==> src/rtl/sort_pkg.sv <==
// Shared definitions for the bitonic sorter stream adapters.
//   state_e   : stream FSM states (IDLE, STREAM)
//   idx_w()   : index width for an N-element vector (at least 1 bit)
//   slice_lo(): LSB position of element k in a flat vector of w-bit elements
package sort_pkg;

  typedef enum logic {IDLE = 1'b0, STREAM = 1'b1} state_e;

  function automatic int unsigned idx_w(input int unsigned n);
    return (n < 2) ? 1 : $clog2(n);
  endfunction

  function automatic int unsigned slice_lo(input int unsigned k, input int unsigned w);
    return k * w;
  endfunction

endpackage

==> src/rtl/sort_stream_out.sv <==
// Parallel-to-serial output stage for the bitonic sorter.
// Captures data_in on a rising edge of done and streams the elements out
// one per valid/ready beat, element 0 (least-significant slice) first.
//   clk, reset      : clock, asynchronous active-low reset
//   data_in, done   : sorted vector and its result-valid level
//   out_data/out_valid/out_ready/out_index/out_last : stream interface
//   busy            : high while streaming
//   overrun         : sticky, a done rise arrived while a vector was still in flight
module sort_stream_out
  import sort_pkg::*;
#(
  parameter int unsigned NUM_INPUT  = 8,
  parameter int unsigned DATA_WIDTH = 8
) (
  input  logic                            clk,
  input  logic                            reset,
  input  logic [NUM_INPUT*DATA_WIDTH-1:0] data_in,
  input  logic                            done,
  output logic [DATA_WIDTH-1:0]           out_data,
  output logic                            out_valid,
  input  logic                            out_ready,
  output logic [$clog2(NUM_INPUT)-1:0]    out_index,
  output logic                            out_last,
  output logic                            busy,
  output logic                            overrun
);

  localparam int unsigned IW = idx_w(NUM_INPUT);
  localparam logic [IW-1:0] LAST_IDX = IW'(NUM_INPUT - 1);

  state_e                        state;
  logic [NUM_INPUT*DATA_WIDTH-1:0] cap;
  logic [IW-1:0]                 idx;
  logic                          done_q;
  logic                          rise, hs, at_last;

  // done_q resets low so a level already high after reset counts as a rise.
  assign rise    = done & ~done_q;
  assign at_last = (idx == LAST_IDX);
  assign hs      = (state == STREAM) & out_ready;

  always_ff @(posedge clk or negedge reset) begin
    if (!reset) begin
      state   <= IDLE;
      cap     <= '0;
      idx     <= '0;
      done_q  <= 1'b0;
      overrun <= 1'b0;
    end else begin
      done_q <= done;
      case (state)
        IDLE: begin
          if (rise) begin
            cap   <= data_in;
            idx   <= '0;
            state <= STREAM;
          end
        end
        STREAM: begin
          if (hs && !at_last) begin
            idx <= idx + 1'b1;
          end else if (hs && at_last) begin
            idx <= '0;
            // A rise coinciding with the final beat reloads with no bubble.
            if (rise) cap   <= data_in;
            else      state <= IDLE;
          end
          if (rise && !(hs && at_last)) overrun <= 1'b1;
        end
        default: state <= IDLE;
      endcase
    end
  end

  assign busy      = (state == STREAM);
  assign out_valid = busy;
  assign out_index = idx;
  assign out_last  = busy & at_last;
  assign out_data  = busy ? cap[slice_lo(32'(idx), DATA_WIDTH) +: DATA_WIDTH] : '0;

endmodule

==> config.mk <==
export PLATFORM = sky130hd
export DESIGN_NAME = sort_stream_out
export DESIGN_NICKNAME = d
export VERILOG_FILES = /design/src/rtl/sort_pkg.sv /design/src/rtl/sort_stream_out.sv
export SDC_FILE = /design/constraint.sdc
export NUM_CORES = 1
export LEC_CHECK = 0
export ABC_AREA = 1
export CAP_MARGIN = 20
export CORE_ASPECT_RATIO = 1.5
export CORE_MARGIN = 2
export CORE_UTILIZATION = 50
export DETAILED_ROUTE_END_ITERATION = 16
export PLACE_DENSITY = 0.86
export REMOVE_ABC_BUFFERS = 1
export SKIP_CTS_REPAIR_TIMING = 1
export SYNTH_ARGS = -nofsm -noshare
export SYNTH_HDL_FRONTEND = slang
export SYNTH_SLANG_ARGS = --single-unit
==> constraint.sdc <==
create_clock -name clk -period 3.7 [get_ports clk]
set_input_delay 0.74 -clock clk [delete_from_list [all_inputs] [get_ports clk]]
set_output_delay 0.74 -clock clk [all_outputs]
set_load 0.1 [all_outputs]
==> results of run 1 <==
-- synth_stat cells --
library cell / instances / area, um^2
nand3_4: 1 / 17.52
clkbuf_1: 2 / 7.510
dfrtp_1: 70 / 1752
inv_2: 32 / 120.1
buf_6: 10 / 112.6
buf_2: 12 / 60.06
buf_12: 1 / 20.02
nand2_1: 150 / 563.0
ha_1: 3 / 37.54
nor2_2: 1 / 6.260
nor2_1: 16 / 60.06
buf_4: 2 / 15.01
o21ai_1: 1 / 5.000
inv_1: 40 / 150.1
buf_1: 1 / 3.750
o21a_1: 64 / 480.5
o21bai_1: 1 / 7.510
nand2_2: 1 / 6.260
nand2_4: 1 / 11.26
nand3_1: 46 / 230.2
-- through the flow --
step / setup TNS (ns) / hold slack [ns] / setup slack [ns] / power (mW) / instances
final: 0 / 0.5005 / 0.5851 / 4.276 / 628
after CTS: 0 / 0.5360 / 0.5761 / 4.312 / 628
after floorplan: -5.371 / 0.4444 / -0.6714 / 2.954 / 427
after global routing: 0 / 0.5453 / 0.3609 / 4.561 / 628
after detailed placement: 0 / 0.5217 / 0.9373 / 3.732 / 612
after global placement: 0 / 0.5096 / 0.9698 / 3.662 / 612
-- placed cells by master, fill, tap and decap left out, drive strengths merged --
cell type      netlist  layout
o21a                64      64
buf                 26      18
dfrtp               70      70
clkdlybuf4s50        0      67
nand3               47      47
nor2                17      17
clkbuf               2      13
o21bai               1       1
ha                   3       3
nand2              152     152
clkinv               0       2
inv                 72      72
o21ai                1       1
clkinvlp             0       1
-- kinds of logic (layout without fill, tap and decap cells) --
group	count (synthesis)	count (layout)	share of synthesized area
DFF	70	70	0.4778
buffers and inverters	100	173	0.1334
and+or+nand+nor	216	216	0.2440
AOI/OAI and AO/OA	66	66	0.1345
adders and majority gates	3	3	0.01024
-- layer usage --
layer | global-route usage | vias up
met2 | 0.3884 | 65
met3 | 0.03235 | 17
met1 | 0.2396 | 1397
li1 | - | 1530
met4 | 0.1026 | 0
met5 | 0 | -
-- worst max-delay path, stage by stage, from the launching register on --
cell and delay, ns:
dfrtp_1 0.75, inv_2 0.42, nand2_1 0.14, nand3_1 0.08, nand3_1 0.13, nand2_1 0.07, nor2_1 0.22, buf_12 0.21
-- state kept, by name, indices dropped and copies added (netlist names) --
signal	flops
busy	1
cap	64
done_q	1
out_index	3
overrun	1
-- power by group --
group / internal (mW) / switching, mW / leakage (nW)
Combinational: 0.911 / 1.51 / 1.50
Sequential: 1.09 / 0.201 / 0.738
Clock: 0.296 / 0.272 / 0.0954
-- final timing paths --
path	start	end	slack, ns
max reg2reg	out_index[1]$_DFFE_PN0P_	cap[22]$_DFFE_PN0P_	0.92
max	out_index[0]$_DFFE_PN0P_	out_data[1]	0.59
max in group asynchronous	reset	cap[60]$_DFFE_PN0P_	2.64
min reg2reg	overrun$_DFFE_PN0P_	overrun$_DFFE_PN0P_	0.54
min	reset	cap[40]$_DFFE_PN0P_	0.50
min in group clk	overrun$_DFFE_PN0P_	overrun$_DFFE_PN0P_	0.54
-- cell type report --
cell class	count	area [um^2]
fill	612	2490
sequential	70	1752
multi-input combinational	285	1425
timing repair buffer	85	930.9
inverter	72	270.3
clock buffer	13	168.9
tap	100	125.1
clock inverter	3	17.52
==> metrics.txt, run 1 <==
# TYPE chip_impl_metric gauge
chip_impl_info{name="outcome",value="finished clean"} 1
chip_impl_metric{name="wl_met2",unit="mm"} 4.325
chip_impl_metric{name="end_of_flow_core_utilization",unit=""} 0.6532
chip_impl_metric{name="layout_worst_path_cycle_share",unit=""} 0.8419
chip_impl_metric{name="netlist_area",unit="um^2"} 3666
chip_impl_metric{name="grt_pass1_vias",unit=""} 3049
chip_impl_metric{name="cp.required",unit="ns"} 2.96
chip_impl_info{name="tightest_hold_check_type",value="input port to async pin"} 1
chip_impl_metric{name="final_layout_size_suffix_gt1_frac",unit=""} 0.1307
chip_impl_metric{name="die_w",unit="um"} 73.92
chip_impl_metric{name="totalWireLength",unit="mm"} 7.883
chip_impl_metric{name="setup-violations-final",unit=""} 0
chip_impl_metric{name="cellLeakagePower",unit="nW"} 2.332
chip_impl_metric{name="num-nets-final",unit=""} 594
chip_impl_info{name="critPathCaptureType",value="output port"} 1
chip_impl_info{name="startpoint_type",value="register"} 1
chip_impl_metric{name="wire_length_of_the_first_global_routing_pass",unit="mm"} 13.19
chip_impl_metric{name="report.final.slew_viol_count",unit=""} 0
chip_impl_metric{name="total_met3_wirelength_after_detailed_routing",unit="um"} 288
chip_impl_metric{name="floorplan.io_pins",unit=""} 83
chip_impl_metric{name="route.layer.met1.wl",unit="mm"} 3.066
chip_impl_metric{name="grt_start_max_net_pins",unit=""} 71
chip_impl_metric{name="critical_path_arrival",unit="ns"} 2.37
chip_impl_metric{name="fmax",unit="MHz"} 321.0
chip_impl_metric{name="timing_worst_slew_pin_value",unit="ns"} 0.9610
chip_impl_metric{name="dieHeight",unit="um"} 108.9
chip_impl_info{name="cts.root.buffer_cell",value="clkbuf_8"} 1
chip_impl_metric{name="clk_transition_reported_paths",unit="ns"} 0.07
chip_impl_metric{name="port_buffers",unit=""} 82
chip_impl_metric{name="max_slew_margin",unit=""} 0.3573
chip_impl_metric{name="cts_max_level",unit=""} 3
chip_impl_metric{name="floorplan.die_area",unit="um^2"} 8047
chip_impl_metric{name="dr.pass1.iters",unit=""} 4
chip_impl_metric{name="drt.antenna.violating_nets",unit=""} 0
chip_impl_metric{name="hold_viol",unit=""} 0
chip_impl_metric{name="worstSkewPairLatency",unit="ns"} 0.35
chip_impl_metric{name="dr.first_iter.drc_count",unit=""} 173
chip_impl_info{name="rsz0062_at_grt",value="false"} 1
chip_impl_metric{name="finish.instance_area",unit="um^2"} 4690
chip_impl_metric{name="cap_viol_max_count",unit=""} 0
chip_impl_metric{name="number_of_distinct_standard_cells_referenced_by_the_synthesized_netlist",unit=""} 20
chip_impl_metric{name="effective_utilization_at_floorplan",unit=""} 0.5106
chip_impl_metric{name="via_count",unit=""} 3009
chip_impl_metric{name="cts_max_path_buffers",unit=""} 2
chip_impl_metric{name="ys.warnings.count",unit=""} 0
chip_impl_metric{name="placement_rows",unit=""} 38
chip_impl_metric{name="period_needed",unit="ns"} 3.115
chip_impl_metric{name="area_growth",unit="%"} 27.92
chip_impl_metric{name="vdd_ir_drop_max",unit="uV"} 745.1
chip_impl_metric{name="syn_inst",unit=""} 455
chip_impl_metric{name="via_per_inst",unit=""} 4.791
chip_impl_metric{name="path_max_fanout",unit=""} 32
chip_impl_metric{name="r2r.worst_path.cells",unit=""} 7
chip_impl_metric{name="clock_sinks",unit=""} 70
chip_impl_metric{name="post-route-drc-count",unit=""} 0
chip_impl_metric{name="placed_area",unit="um^2"} 4503
chip_impl_metric{name="synth-seq-cells",unit=""} 70
chip_impl_info{name="topRoutingLayerUsed",value="met4"} 1
chip_impl_info{name="tritoncts",value="done"} 1
chip_impl_metric{name="initial_antenna_violation_count",unit=""} 0
chip_impl_metric{name="hpwl",unit="mm"} 5.459
chip_impl_metric{name="postSynthAreaPerCell",unit="um^2"} 8.057
chip_impl_metric{name="worst_clock_skew",unit="ns"} 0.006134
chip_impl_metric{name="route.detailed.wl_per_inst",unit="um"} 12.55
chip_impl_metric{name="diodes",unit=""} 0
chip_impl_metric{name="grt_use_total",unit=""} 0.2145
chip_impl_info{name="timing.setup.critical_path_class",value="register to output port"} 1
chip_impl_metric{name="grt-ovfl-total",unit=""} 0
chip_impl_metric{name="core_area",unit="um^2"} 7179
chip_impl_metric{name="synth_seq_area_share",unit=""} 0.4778
chip_impl_metric{name="gp_congestion",unit=""} 0.7958
chip_impl_metric{name="cts-buffers-inserted",unit=""} 9
chip_impl_metric{name="p_per_area",unit="nW/um^2"} 911.9
(Power assumes the default switching activity.)
==> run 2: changes to the inputs <==
CORE_UTILIZATION = 46   (was 50)
PLACE_DENSITY = 0.83   (was 0.86)
clock period = 2.85 ns   (was 3.7 ns; I/O delays follow)
==> metrics.txt, run 2 (synthesis results as in run 1) <==
# TYPE chip_impl_metric gauge
chip_impl_metric{name="r2r.worst_path.cells",unit=""} 8
chip_impl_metric{name="dr.first_iter.drc_count",unit=""} 252
chip_impl_metric{name="critical_path_arrival",unit="ns"} 1.89
chip_impl_metric{name="path_max_fanout",unit=""} 32
chip_impl_metric{name="finish.instance_area",unit="um^2"} 4867
chip_impl_info{name="critPathCaptureType",value="output port"} 1
chip_impl_info{name="timing.critical_path.cells",value="inv_2 > nand2_1 > nand3_1 > nand3_1 > nand2_1 > nor2_1 > buf_12"} 1
chip_impl_metric{name="initial_antenna_violation_count",unit=""} 0
chip_impl_metric{name="max_slew_margin",unit=""} 0.5702
chip_impl_metric{name="gp_congestion",unit=""} 0.8568
chip_impl_info{name="tightest_hold_check_type",value="input port to async pin"} 1
chip_impl_metric{name="placement_rows",unit=""} 39
chip_impl_metric{name="grt_start_max_net_pins",unit=""} 67
chip_impl_metric{name="dr.pass1.iters",unit=""} 4
chip_impl_metric{name="area_growth",unit="%"} 32.76
chip_impl_metric{name="port_buffers",unit=""} 82
chip_impl_metric{name="grt-ovfl-total",unit=""} 0
chip_impl_metric{name="cap_viol_max_count",unit=""} 0
chip_impl_info{name="cts.root.buffer_cell",value="clkbuf_16"} 1
chip_impl_metric{name="report.final.slew_viol_count",unit=""} 0
chip_impl_metric{name="diodes",unit=""} 0
chip_impl_metric{name="p_per_area",unit="nW/um^2"} 1251
chip_impl_info{name="rsz0062_at_grt",value="false"} 1
chip_impl_metric{name="cts-buffers-inserted",unit=""} 9
chip_impl_metric{name="hold_viol",unit=""} 0
chip_impl_metric{name="die_w",unit="um"} 76.89
chip_impl_metric{name="worstSkewPairLatency",unit="ns"} 0.33
chip_impl_metric{name="via_count",unit=""} 3107
chip_impl_metric{name="dieHeight",unit="um"} 113.3
chip_impl_metric{name="cp.required",unit="ns"} 2.28
chip_impl_metric{name="via_per_inst",unit=""} 4.893
chip_impl_info{name="timing.setup.critical_path_class",value="register to output port"} 1
chip_impl_metric{name="end_of_flow_core_utilization",unit=""} 0.6353
chip_impl_metric{name="largest_reg_flops",unit=""} 64
chip_impl_info{name="slowest_stage_cell_crit_path",value="inv_2"} 1
chip_impl_metric{name="final_cells",unit=""} 635
chip_impl_info{name="cpLargestDelayFamily",value="buffers and inverters"} 1
chip_impl_metric{name="worst_clock_skew",unit="ns"} 0.007041
chip_impl_metric{name="vdd_ir_drop_max",unit="uV"} 1177
chip_impl_metric{name="cp_num_cells",unit=""} 7
chip_impl_info{name="mostFrequentLayoutCells",value="150 x nand2_1, 70 x dfrtp_1, 66 x clkdlybuf4s50_1"} 1
chip_impl_metric{name="drt.antenna.violating_nets",unit=""} 0
chip_impl_info{name="tritoncts",value="done"} 1
chip_impl_metric{name="wire_length_of_the_first_global_routing_pass",unit="mm"} 14.21
chip_impl_metric{name="floorplan.io_pins",unit=""} 83
chip_impl_info{name="mostFrequentLayoutCell",value="nand2_1"} 1
chip_impl_metric{name="clock_sinks",unit=""} 70
chip_impl_info{name="startpoint_type",value="register"} 1
chip_impl_metric{name="post-place-cells",unit=""} 619
chip_impl_metric{name="route.detailed.wl_per_inst",unit="um"} 13.82
chip_impl_metric{name="layout_worst_path_cycle_share",unit=""} 0.8638
chip_impl_info{name="top_register",value="cap"} 1
chip_impl_metric{name="final_layout_size_suffix_gt1_frac",unit=""} 0.1388
chip_impl_info{name="outcome",value="finished clean"} 1
chip_impl_metric{name="fmax",unit="MHz"} 406.2
chip_impl_metric{name="effective_utilization_at_floorplan",unit=""} 0.4785
chip_impl_metric{name="floorplan.die_area",unit="um^2"} 8714
chip_impl_metric{name="post-route-drc-count",unit=""} 0
chip_impl_metric{name="cts_max_path_buffers",unit=""} 2
chip_impl_metric{name="cts_max_level",unit=""} 3
chip_impl_metric{name="totalWireLength",unit="mm"} 8.774
chip_impl_metric{name="cellLeakagePower",unit="nW"} 2.421
chip_impl_metric{name="num-nets-final",unit=""} 599
chip_impl_metric{name="core_area",unit="um^2"} 7661
chip_impl_metric{name="grt_use_total",unit=""} 0.2085
chip_impl_metric{name="clk_transition_reported_paths",unit="ns"} 0.06
chip_impl_metric{name="critPathBufInv",unit=""} 2
chip_impl_metric{name="hpwl",unit="mm"} 5.862
chip_impl_metric{name="cpPeakStageDelay",unit="ns"} 0.46
chip_impl_metric{name="period_needed",unit="ns"} 2.462
chip_impl_metric{name="timing_worst_slew_pin_value",unit="ns"} 0.6447
chip_impl_metric{name="hold_slack",unit="ns"} 0.2629
chip_impl_metric{name="setup-violations-final",unit=""} 0
chip_impl_metric{name="setup_total_negative_slack",unit="ns"} 0
chip_impl_metric{name="placed_area",unit="um^2"} 4551
chip_impl_metric{name="grt_pass1_vias",unit=""} 3138
run 2: cell count changes in the layout (fill, tap and decap cells not counted), moves of 2 or more:
cell       change
clkbuf_16      +9
clkbuf_8      -11
bufinv_16      +2
buf_4          +4
run 2: through the flow:
step / worst slack, ns / total power [mW]
2_1_floorplan: -1.351 / 3.835
3_3_place_gp: 0.6514 / 4.822
3_5_place_dp: 0.5625 / 4.897
4_1_cts: 0.3990 / 6.114
5_1_grt: 0.2594 / 6.434
6_report: 0.3880 / 6.088
run 2: layout make-up:
cell class / instances / area, um^2
sequential: 70 / 1752
inverter: 72 / 270.3
tap: 102 / 127.6
clock inverter: 4 / 70.07
fill: 648 / 2794
multi-input combinational: 285 / 1425
clock buffer: 12 / 246.5
timing repair buffer: 90 / 975.9
run 2: worst reg2reg max path: cells and delay by family, from the launching register on:
| kind | cells | cell delay (ns) |
|---|---|---|
| buffers and inverters | 3 | 0.84 |
| and+or+nand+nor | 3 | 0.29 |
| adders and majority gates | 1 | 0.22 |
| DFF | 1 | 0.52 |
| AOI/OAI and AO/OA | 1 | 0.14 |
run 2: path summary, 6_finish.rpt:
| check | startpoint | endpoint | slack (ns) |
|---|---|---|---|
| min | reset | cap[41]$_DFFE_PN0P_ | 0.26 |
| max in group asynchronous | reset | cap[61]$_DFFE_PN0P_ | 1.82 |
| min in group clk | overrun$_DFFE_PN0P_ | overrun$_DFFE_PN0P_ | 0.54 |
| min reg2reg | overrun$_DFFE_PN0P_ | overrun$_DFFE_PN0P_ | 0.54 |
| max | out_index[0]$_DFFE_PN0P_ | out_data[1] | 0.39 |
| max reg2reg | out_index[2]$_DFFE_PN0P_ | cap[21]$_DFFE_PN0P_ | 0.75 |
run 2: per-layer routing:
layer	GRT usage	wire length, um	vias to the layer above
li1	-	-	1544
met1	0.2282	3386	1447
met2	0.3737	4719	91
met3	0.04625	382	25
met4	0.1103	286	0
met5	0	0	-
run 2: power by group:
| part | internal, mW | switching (mW) |
|---|---|---|
| clock | 0.787 | 0.397 |
| combinational | 1.22 | 2.09 |
| sequential | 1.42 | 0.177 |
==> run 3: changes to the inputs <==
CORE_UTILIZATION = 50   (was 46)
PLACE_DENSITY = 0.86   (was 0.83)
clock period = 3.1 ns   (was 2.85 ns; I/O delays follow)
==> metrics.txt, run 3 (synthesis results as in run 1) <==
# TYPE chip_impl_metric gauge
chip_impl_info{name="mostFrequentLayoutCell",value="nand2_1"} 1
chip_impl_metric{name="total_area_of_multi_input_combinational_cells",unit="um^2"} 1425
chip_impl_metric{name="max_slew_margin",unit=""} 0.4152
chip_impl_metric{name="area_growth",unit="%"} 29.66
chip_impl_metric{name="cts-buffers-inserted",unit=""} 9
chip_impl_metric{name="hpwl",unit="mm"} 5.503
chip_impl_metric{name="cp.required",unit="ns"} 2.48
chip_impl_metric{name="drt.antenna.violating_nets",unit=""} 0
chip_impl_metric{name="clock_power_share",unit=""} 0.137
chip_impl_metric{name="grt_use_total",unit=""} 0.2203
chip_impl_metric{name="worst-r2r-setup-slack",unit="ns"} 0.68
chip_impl_metric{name="dr.first_iter.drc_count",unit=""} 251
chip_impl_metric{name="num-nets-final",unit=""} 597
chip_impl_info{name="timing.rr.start",value="out_index[2]$_DFFE_PN0P_"} 1
chip_impl_info{name="critPathCaptureType",value="output port"} 1
chip_impl_metric{name="cellLeakagePower",unit="nW"} 2.369
chip_impl_metric{name="route.detailed.wl_per_inst",unit="um"} 12.77
chip_impl_metric{name="clock_sinks",unit=""} 70
chip_impl_metric{name="cap_viol_max_count",unit=""} 0
chip_impl_metric{name="largest_reg_flops",unit=""} 64
chip_impl_metric{name="report.final.slew_viol_count",unit=""} 0
chip_impl_metric{name="port_buffers",unit=""} 82
chip_impl_metric{name="via_per_inst",unit=""} 4.833
chip_impl_metric{name="totalWireLength",unit="mm"} 8.033
chip_impl_metric{name="r2r.worst_path.cells",unit=""} 6
chip_impl_metric{name="vdd_ir_drop_max",unit="uV"} 874.5
chip_impl_metric{name="dr.pass1.iters",unit=""} 5
chip_impl_metric{name="setup_total_negative_slack",unit="ns"} 0
chip_impl_metric{name="intPower",unit="mW"} 2.811
chip_impl_metric{name="cpPeakStageDelay",unit="ns"} 0.35
chip_impl_metric{name="core_area",unit="um^2"} 7179
chip_impl_metric{name="worst_clock_skew",unit="ns"} 0.007480
chip_impl_info{name="rsz0062_at_grt",value="false"} 1
chip_impl_metric{name="grt_start_max_net_pins",unit=""} 71
chip_impl_metric{name="hold_viol",unit=""} 0
chip_impl_info{name="cts.root.buffer_cell",value="clkbuf_8"} 1
chip_impl_metric{name="n_fill_cell",unit=""} 574
chip_impl_metric{name="period_needed",unit="ns"} 2.675
chip_impl_metric{name="wire_length_of_the_first_global_routing_pass",unit="mm"} 13.47
chip_impl_metric{name="worstSkewPairLatency",unit="ns"} 0.34
chip_impl_metric{name="layout_worst_path_cycle_share",unit=""} 0.8629
chip_impl_info{name="top_register",value="cap"} 1
chip_impl_metric{name="dieHeight",unit="um"} 108.9
chip_impl_metric{name="gp_congestion",unit=""} 0.8283
chip_impl_metric{name="place_worst_setup_slack",unit="ns"} 0.6773
chip_impl_info{name="worst_r2r_endpoint",value="cap[46]$_DFFE_PN0P_"} 1
chip_impl_info{name="outcome",value="finished clean"} 1
chip_impl_metric{name="post-route-drc-count",unit=""} 0
chip_impl_info{name="mostFrequentLayoutCells",value="150 x nand2_1, 70 x dfrtp_1, 66 x clkdlybuf4s50_1"} 1
chip_impl_metric{name="fmax",unit="MHz"} 373.8
chip_impl_metric{name="placed_area",unit="um^2"} 4561
chip_impl_metric{name="p_per_area",unit="nW/um^2"} 1088
chip_impl_metric{name="setup-violations-final",unit=""} 0
chip_impl_info{name="timing.setup.critical_path_class",value="register to output port"} 1
chip_impl_metric{name="floorplan.io_pins",unit=""} 83
chip_impl_metric{name="initial_antenna_violation_count",unit=""} 0
chip_impl_metric{name="combPwrFrac",unit=""} 0.574
chip_impl_info{name="tritoncts",value="done"} 1
chip_impl_metric{name="end_of_flow_core_utilization",unit=""} 0.6621
chip_impl_metric{name="grt-ovfl-total",unit=""} 0
chip_impl_metric{name="die_w",unit="um"} 73.92
chip_impl_metric{name="effective_utilization_at_floorplan",unit=""} 0.5106
chip_impl_metric{name="critical_path_arrival",unit="ns"} 2.05
chip_impl_metric{name="placement_rows",unit=""} 38
chip_impl_info{name="tightest_hold_check_type",value="input port to async pin"} 1
chip_impl_metric{name="finalWorstSetupSlack",unit="ns"} 0.4251
chip_impl_metric{name="via_count",unit=""} 3040
chip_impl_metric{name="power_switching",unit="mW"} 2.362
chip_impl_metric{name="timing_worst_slew_pin_value",unit="ns"} 0.8773
chip_impl_metric{name="cts_max_level",unit=""} 3
chip_impl_metric{name="diodes",unit=""} 0
chip_impl_info{name="slowest_stage_cell_crit_path",value="dfrtp_1"} 1
chip_impl_metric{name="floorplan.die_area",unit="um^2"} 8047
chip_impl_metric{name="cts_max_path_buffers",unit=""} 2
chip_impl_metric{name="final_layout_size_suffix_gt1_frac",unit=""} 0.1361
chip_impl_metric{name="seq_area",unit="um^2"} 1752
chip_impl_metric{name="clk_transition_reported_paths",unit="ns"} 0.07
chip_impl_metric{name="share_seq_of_total_power",unit=""} 0.290
chip_impl_info{name="startpoint_type",value="register"} 1
chip_impl_metric{name="path_max_fanout",unit=""} 32
chip_impl_metric{name="switching_power_share_of_the_total",unit=""} 0.4567
chip_impl_info{name="timing.critical_path.cells",value="buf_4 > inv_2 > nand2_1 > nand3_1 > nand3_1 > nand2_1 > nor2_1 > buf_12"} 1
chip_impl_metric{name="grt_pass1_vias",unit=""} 2972
chip_impl_metric{name="finish.instance_area",unit="um^2"} 4753
## run 3: changes by cell type in the layout (fill, tap and decap cells not counted), sizes merged
cell	change
bufinv	-2
clkbuf	+2
buf	-2
clkinv	-2
## run 3: layout make-up
cell class                 count  share of cell area
sequential                    70              0.3685
multi-input combinational    285              0.2998
timing repair buffer          88              0.2079
inverter                      72             0.05686
clock buffer                  14             0.04054
tap                          100             0.02632
## run 3: stage by stage
stage | total power, mW | hold WS [ns] | instances
after detailed placement | 4.496 | 0.5116 | 615
after global routing | 5.520 | 0.4600 | 629
after global placement | 4.414 | 0.5045 | 615
after CTS | 5.216 | 0.4210 | 629
after floorplan | 3.525 | 0.3244 | 427
final | 5.173 | 0.3917 | 629
## run 3: worst max path at each step
stage,startpoint,endpoint,slack (ns),depth (start not counted)
finish,out_index[0]$_DFFE_PN0P_,out_data[2],0.43,8
global route,out_index[0]$_DFFE_PN0P_,out_data[4],0.27,8
CTS,out_index[0]$_DFFE_PN0P_,out_data[2],0.42,8
detailed placement,done,cap[25]$_DFFE_PN0P_,0.68,6
global placement,done,cap[9]$_DFFE_PN0P_,0.74,6
floorplan,out_index[0]$_DFFE_PN0P_,out_data[0],-1.15,6
## run 3: critical path: cells and delay by family (launching register included)
| family | cells | cell delay [ns] |
|---|---|---|
| buf+inv | 3 | 0.73 |
| simple gates | 5 | 0.64 |
| flops | 1 | 0.35 |
## run 3: routing by layer
layer	global-route usage	part of all wire	routed length, um	vias up
met2	0.3724	0.53	4296	75
met4	0.09610	0.024	190	0
met1	0.2710	0.40	3211	1416
li1	-	-	-	1535
met3	0.03974	0.042	334	14
met5	0	0	0	-
## run 3: power by group through the flow
stage | combinational, mW | clock [mW] | sequential, mW
floorplan | 1.89 | 0 | 1.63
global placement | 2.91 | 0 | 1.50
detailed placement | 2.98 | 0 | 1.52
CTS | 2.99 | 0.725 | 1.50
global route | 3.23 | 0.762 | 1.53
finish | 2.97 | 0.706 | 1.50
